===== config.mk =====
export PLATFORM = sky130hd
export DESIGN_NAME = reg_file_arb
export DESIGN_NICKNAME = d
export VERILOG_FILES = /design/src/rtl/reg_file_arb.sv
export SDC_FILE = /design/constraint.sdc
export NUM_CORES = 1
export LEC_CHECK = 0
export ABC_CLOCK_PERIOD_IN_PS = 1950
export BUFFER_PORTS_ARGS = -buffer_cell sky130_fd_sc_hd__buf_4
export CAP_MARGIN = 30
export CORE_UTILIZATION = 43
export CTS_CLUSTER_SIZE = 10
export DETAILED_ROUTE_END_ITERATION = 8
export PLACE_DENSITY = 0.9
export SYNTH_ARGS = -nofsm -noshare
export SYNTH_HDL_FRONTEND = slang
export SYNTH_SLANG_ARGS = --single-unit

===== constraint.sdc =====
create_clock -name clk -period 1.95 [get_ports clk]
set_clock_uncertainty 0.05 [all_clocks]
set_input_delay 0.39 -clock clk [delete_from_list [all_inputs] [get_ports clk]]
set_output_delay 0.39 -clock clk [all_outputs]
set_load 0.005 [all_outputs]

===== src/rtl/reg_file_arb.sv =====
// reg_file_arb: shares one single-command register file between the decode
// stage (requester 0) and the writeback stage (requester 1). One transaction
// is in flight at a time: accept -> issue to the register file -> wait for its
// result -> return the result to the requester that issued the command.
//
// Optional feature macro: REG_ARB_WB_PRIO_EN
//   defined   : requester 1 (writeback) always wins a tie (fixed priority)
//   undefined : round-robin, the requester that was not granted last wins a tie
//
// Handshake contract (applies to every valid/ready pair on this block):
// a transfer happens on a rising clk edge where valid and ready are both 1.
// A valid source holds its payload stable until that edge. The arbiter only
// asserts its own ready/valid outputs from the current state, never from a
// combinational path through another ready of the same channel.
module reg_file_arb #(
    parameter int DATA_WIDTH = 32,
    parameter int CMD_WIDTH  = 2,
    parameter int REG_WIDTH  = 4
) (
    input  logic                  clk,
    input  logic                  reset,
    input  logic [REG_WIDTH-1:0]  i_req0_reg,
    input  logic [REG_WIDTH-1:0]  i_req1_reg,
    input  logic [DATA_WIDTH-1:0] i_req0_data,
    input  logic [DATA_WIDTH-1:0] i_req1_data,
    input  logic [CMD_WIDTH-1:0]  i_req0_cmd,
    input  logic [CMD_WIDTH-1:0]  i_req1_cmd,
    input  logic                  i_req0_valid,
    input  logic                  i_req1_valid,
    output logic                  o_req0_ready,
    output logic                  o_req1_ready,
    output logic [DATA_WIDTH-1:0] o_req0_data,
    output logic [DATA_WIDTH-1:0] o_req1_data,
    output logic                  o_req0_res_valid,
    output logic                  o_req1_res_valid,
    input  logic                  i_req0_res_ready,
    input  logic                  i_req1_res_ready,
    output logic [REG_WIDTH-1:0]  o_rf_reg,
    output logic [DATA_WIDTH-1:0] o_rf_data,
    output logic [CMD_WIDTH-1:0]  o_rf_cmd,
    output logic                  o_rf_valid,
    input  logic                  i_rf_ready,
    input  logic [DATA_WIDTH-1:0] i_rf_data,
    input  logic                  i_rf_res_valid,
    output logic                  o_rf_res_ready,
    output logic                  o_busy
);

    typedef enum logic [1:0] {
        S_IDLE     = 2'd0,
        S_ISSUE    = 2'd1,
        S_WAIT_RES = 2'd2,
        S_RETURN   = 2'd3
    } state_e;

    state_e                state_q, state_d;
    logic                  grant_q, grant_d;            // requester owning the transaction
    logic                  last_grant_q, last_grant_d;  // requester served most recently
    logic [REG_WIDTH-1:0]  reg_q, reg_d;
    logic [DATA_WIDTH-1:0] data_q, data_d;
    logic [CMD_WIDTH-1:0]  cmd_q, cmd_d;
    logic [DATA_WIDTH-1:0] res_q, res_d;
    logic                  arb_grant;                   // tie/single winner while idle
    logic                  accept0, accept1;

    // Pick the winner among the currently valid requesters.
    always_comb begin
        arb_grant = 1'b0;
        if (i_req0_valid && i_req1_valid) begin
`ifdef REG_ARB_WB_PRIO_EN
            arb_grant = 1'b1;
`else
            arb_grant = ~last_grant_q;
`endif
        end else if (i_req1_valid) begin
            arb_grant = 1'b1;
        end
    end

    // Next-state and output decode for the transaction FSM.
    always_comb begin
        state_d          = state_q;
        grant_d          = grant_q;
        last_grant_d     = last_grant_q;
        reg_d            = reg_q;
        data_d           = data_q;
        cmd_d            = cmd_q;
        res_d            = res_q;
        accept0          = 1'b0;
        accept1          = 1'b0;
        o_req0_ready     = 1'b0;
        o_req1_ready     = 1'b0;
        o_req0_res_valid = 1'b0;
        o_req1_res_valid = 1'b0;
        o_req0_data      = '0;
        o_req1_data      = '0;
        o_rf_valid       = 1'b0;
        o_rf_res_ready   = 1'b0;

        case (state_q)
            S_IDLE: begin
                accept0      = i_req0_valid && !arb_grant;
                accept1      = i_req1_valid && arb_grant;
                o_req0_ready = accept0;
                o_req1_ready = accept1;
                if (accept1) begin
                    grant_d = 1'b1;
                    reg_d   = i_req1_reg;
                    data_d  = i_req1_data;
                    cmd_d   = i_req1_cmd;
                    state_d = S_ISSUE;
                end else if (accept0) begin
                    grant_d = 1'b0;
                    reg_d   = i_req0_reg;
                    data_d  = i_req0_data;
                    cmd_d   = i_req0_cmd;
                    state_d = S_ISSUE;
                end
            end
            S_ISSUE: begin
                o_rf_valid = 1'b1;
                if (i_rf_ready) begin
                    state_d = S_WAIT_RES;
                end
            end
            S_WAIT_RES: begin
                // i_rf_data is only meaningful alongside i_rf_res_valid.
                o_rf_res_ready = 1'b1;
                if (i_rf_res_valid) begin
                    res_d   = i_rf_data;
                    state_d = S_RETURN;
                end
            end
            S_RETURN: begin
                if (grant_q) begin
                    o_req1_res_valid = 1'b1;
                    o_req1_data      = res_q;
                    if (i_req1_res_ready) begin
                        last_grant_d = 1'b1;
                        state_d      = S_IDLE;
                    end
                end else begin
                    o_req0_res_valid = 1'b1;
                    o_req0_data      = res_q;
                    if (i_req0_res_ready) begin
                        last_grant_d = 1'b0;
                        state_d      = S_IDLE;
                    end
                end
            end
            default: state_d = S_IDLE;
        endcase
    end

    // The latched command is presented to the register file for the whole ISSUE phase.
    assign o_rf_reg  = reg_q;
    assign o_rf_data = data_q;
    assign o_rf_cmd  = cmd_q;
    assign o_busy    = (state_q != S_IDLE);

    // State and datapath registers; reset drops any in-flight transaction.
    always_ff @(posedge clk) begin
        if (reset) begin
            state_q      <= S_IDLE;
            grant_q      <= 1'b0;
            last_grant_q <= 1'b1;
            reg_q        <= '0;
            data_q       <= '0;
            cmd_q        <= '0;
            res_q        <= '0;
        end else begin
            state_q      <= state_d;
            grant_q      <= grant_d;
            last_grant_q <= last_grant_d;
            reg_q        <= reg_d;
            data_q       <= data_d;
            cmd_q        <= cmd_d;
            res_q        <= res_d;
        end
    end

endmodule


Yosys cells after proc, flatten, opt, wreduce, memory -nomap -nowiden
Cells that the tools add are included.
{"block": "word_totals", "reg_bits": 74, "mem_bits_rw": 0, "mem_count": 0, "output_inout_bits": 109, "latchBits": 0, "inputBits": 116, "wordCells": 62, "mem_bits_ro": 0}
{"block": "op_classes", "n_mux": 33, "n_reduce_logical": 12, "n_lt_le_gt_ge": 0, "n_eq_ne": 9, "n_mul": 0, "n_shift": 0, "n_div": 0, "addsub": 0, "n_bitwise": 1}
{"cell": "two-way mux 32 bit", "count": 6}
{"cell": "two-way mux 2 bit", "count": 9}
{"cell": "two-way mux 1 bit", "count": 15}
{"cell": "inequality test 3 bit, second input constant", "count": 3}
{"cell": "two-way mux 4 bit", "count": 2}
{"cell": "case mux 2 bit (4 select lines)", "count": 1}
{"cell": "inequality test 2 bit, second input constant", "count": 3}
{"cell": "nonzero test 2 bit", "count": 3}
{"cell": "AND reduction 5 bit", "count": 1}
{"cell": "== test 2 bit, second input constant", "count": 2}
{"cell": "AND reduction 2 bit", "count": 2}
{"cell": "logical AND 1 bit", "count": 3}
{"cell": "AND reduction 3 bit", "count": 1}
{"cell": "== test 2 x 1 -> 1 bit, second input constant", "count": 1}
{"cell": "logical NOT 2 bit", "count": 1}
{"cell": "logical NOT 1 bit", "count": 1}
{"cell": "NOT 1 bit", "count": 1}

Longest topological paths before layout
{"block": "depth", "ltp_word": 7, "ltp_mapped": 8, "ltp_nobuf": 6}

Worst setup path after synthesis
No wires, ideal clock.
{"block": "synth_timing", "path_kind": "register to output", "start": "reg state_q[1]", "end": "out o_req0_data[0]", "arrival_time_ns": 1.299, "n_path_buf": 2, "required_time_ns": 1.510, "path_stages_with_launch": 6, "path_slack_ns": 0.211, "cell_sequence": "dfxtp_1 > ha_1 > buf_2 > nor2b_1 > clkbuf_1 > and2_1"}
{"block": "synth_between", "elab_chain_cells": 2}
{"item": "start: declaration", "line": "56", "text": "state_e state_q, state_d;"}
{"item": "start signal: assignment", "line": "172", "text": "state_q <= state_d;"}
{"item": "== test 2 bit", "line": "100", "text": "case (state_q)"}
{"item": "two-way mux 32 bit", "line": "100"}
{"item": "end: declaration", "line": "32", "text": "output logic [DATA_WIDTH-1:0] o_req0_data,"}
Every way passes these cells.

Worst setup path after layout
{"block": "layout_timing", "start": "reg state_q[0]", "end": "out o_req0_data[11]"}
The elaborated chain is that of the path after synthesis.

==> impl_results.md <==
* Final Util at 75.5%
* Vias per inst at 5.21
* Mean Syn Cell Area at 8.40 sq um
* I/O Pins at 225
* Mapped Nets at 540
* Fin cells at 743
* Initial DRT Pass Iterations at 4
* Share of layout cells above drive strength 1 at 46.6%
* Number of DRC markers in iteration 0 at 121
* Core box area at 0.00785 sq mm
* Number of routed nets with antenna violations at 0
* CP Launch Type: register
* Initial Util at 45.0%
* MaxCap Viol Count at 0
* Clock Tree Root: clkbuf_8
* H-tree depth at 3
* Final setup violation count at 32
* Hold Path Class: in2reg
* GRT Util Overall at 26.3%
* DR WL/cell at 15.8 um
* Clock sink total at 74
* Pleak at 2.83 nW
* Largest net degree at the start of global routing at 77
* GRT Residual Overflow at 0
* Unrepaired setup endpoints after global routing: true
* IO Port Bufs at 224
* Dpl hpwl at 7970 um
* Slew Limit Headroom at 73.1%
* Min-delay src: i_rf_data[9]
* Post-CTS Hold Buffers at 0
* GPL Wtd Cong at 0.830
* Distinct cell type count after synthesis at 23
* Die footprint at 0.00857 sq mm
* Final instance area at 0.00592 sq mm
* Initial antenna violation count at 0
* Reg-to-reg setup timing slack at 0.15 ns
* Fin crit share at 102%
* Register area share after synthesis at 42.0%
* Chip height at 92.6 um
* Via count at 3868
* Vias in the first global route at 3656
* Clk_lat worst skew at 0.34 ns
* Syn Inst Count at 420
* Placed Instances at 717
* Synth warn at 0
* Num CTS Buffers at 9
* Worst slack at placement at 0.152 ns
* Pwr Total at 5.87 mW
* Ant. Diodes at 0
* FF-to-FF End: o_rf_data[13]
* Hold depth at 3
* # nets final at 756
* CTS tree: built
* Setup total negative slack at -0.669 ns
* Most frequent cells in the layout: buf_4 (199), dfxtp_1 (72), nand2_1 (67)
* Kind of critical path: reg2out
* Fin. Hold Viols at 0
* Max-slew violations at 0
* Cell Pwr Density at 991 mW/mm^2
* WHS Endpoint: res_q[9]
* DRC Markers at 0
* F_max at 501 MHz
* Worst Reg2Reg Path Length in Cells at 8
* Placement Rows at 32
* Most common cell after layout, fill and taps aside: buf_4
* #FFs+latches synth at 74
* Slew @ Worst Pin at 0.403 ns
* Global-route wire length before repair at 17400 um
* Die W at 92.6 um
* Mapped Area at 0.00353 sq mm
* Tmin final at 1.99 ns
* Final WL at 11800 um
* Area Growth Syn to Fin at 67.8%
* Peak VDD IR at 0.586 mV
* CP Data Arrival Time at 1.55 ns
* Hold WS at 0.245 ns
* CP required at 1.51 ns
* Max Fanout on Critical Path at 8
* Failing checks: negative setup slack
* Placed Area at 0.00526 sq mm
* R2r startpoint: state_q[1]
* Final Worst Setup Slack at -0.0445 ns
* CP Capture Type: output port
* Max clock buf depth at 2
* Status: finished with violations
* Clock transition at path regs at 0.08 ns
-- cell usage after synthesis (all sizes together) --
library cell | number | area (sq um)
a211o | 1 | 8.76
a211oi | 39 | 293
a21boi | 1 | 18.8
a21oi | 35 | 175
and2 | 36 | 228
and3 | 32 | 200
buf | 17 | 125
clkbuf | 21 | 78.8
dfxtp | 74 | 1480
ha | 4 | 50.1
inv | 5 | 18.8
mux2i | 40 | 400
nand2 | 67 | 251
nand2b | 2 | 12.5
nor2 | 42 | 160
nor2b | 1 | 6.26
nor4 | 1 | 6.26
o21bai | 1 | 7.51
o22ai | 1 | 6.26
-- final cells by class --
cell class,count,area (sq um)
clock inverters,5,125
clock buffers,11,141
fillers,537,1930
flip-flops and latches,74,1490
well taps,102,128
repair buffers,243,2080
multi-input cells,303,1940
inverters,5,18.8
-- timing repair --
| action | CTS | global route |
|---|---|---|
| pin swaps | 12 | 4 |
| endpoints found under the setup margin | 66 | 81 |
| setup buffers | 6 | 1 |
| gates resized for setup | 56 | 29 |
| gates cloned | 4 | 0 |
-- worst max-delay path, cell delays in order, from the launching register on --
cell     delay (ns)
dfxtp_2        0.37
ha_4           0.14
nor2b_4        0.20
buf_6          0.15
buf_8          0.13
and2_4         0.15
buf_6          0.08
-- cells by family after synthesis --
logic type,synth area share [%]
simple gates,24.5
buf+inv,6.31
fa+ha+maj,1.42
compound gates,14.4
flops,42.0
mux,11.3
-- routing by layer --
metal,GRT usage [%],part of all wire [%]
met5,0,0
met4,11.3,2.3
met3,6.65,9.0
met2,48.8,52
met1,27.8,36
-- how the worst max path moves through the flow --
| stage | start | endpoint | slack [ns] | cells after the start |
|---|---|---|---|---|
| 2_1_floorplan | state_q[1] | o_req0_data[0] | 0.21 | 5 |
| 3_3_place_gp | state_q[1] | o_req0_data[24] | 0.30 | 5 |
| 6_report | state_q[0] | o_req0_data[11] | -0.04 | 6 |
| 4_1_cts | state_q[1] | o_req0_data[4] | -0.04 | 5 |
| 3_5_place_dp | state_q[1] | o_req0_data[23] | 0.15 | 5 |
| 5_1_grt | state_q[0] | o_req0_data[15] | -0.11 | 6 |
-- power by group --
group	leakage, nW	switching, mW	internal, mW	total (mW)
clock	0.134	0.544	1.01	1.56
combinational	2.08	1.09	1.12	2.21
sequential	0.609	0.233	1.86	2.10
Note: power is estimated with default switching activity, not from simulation.
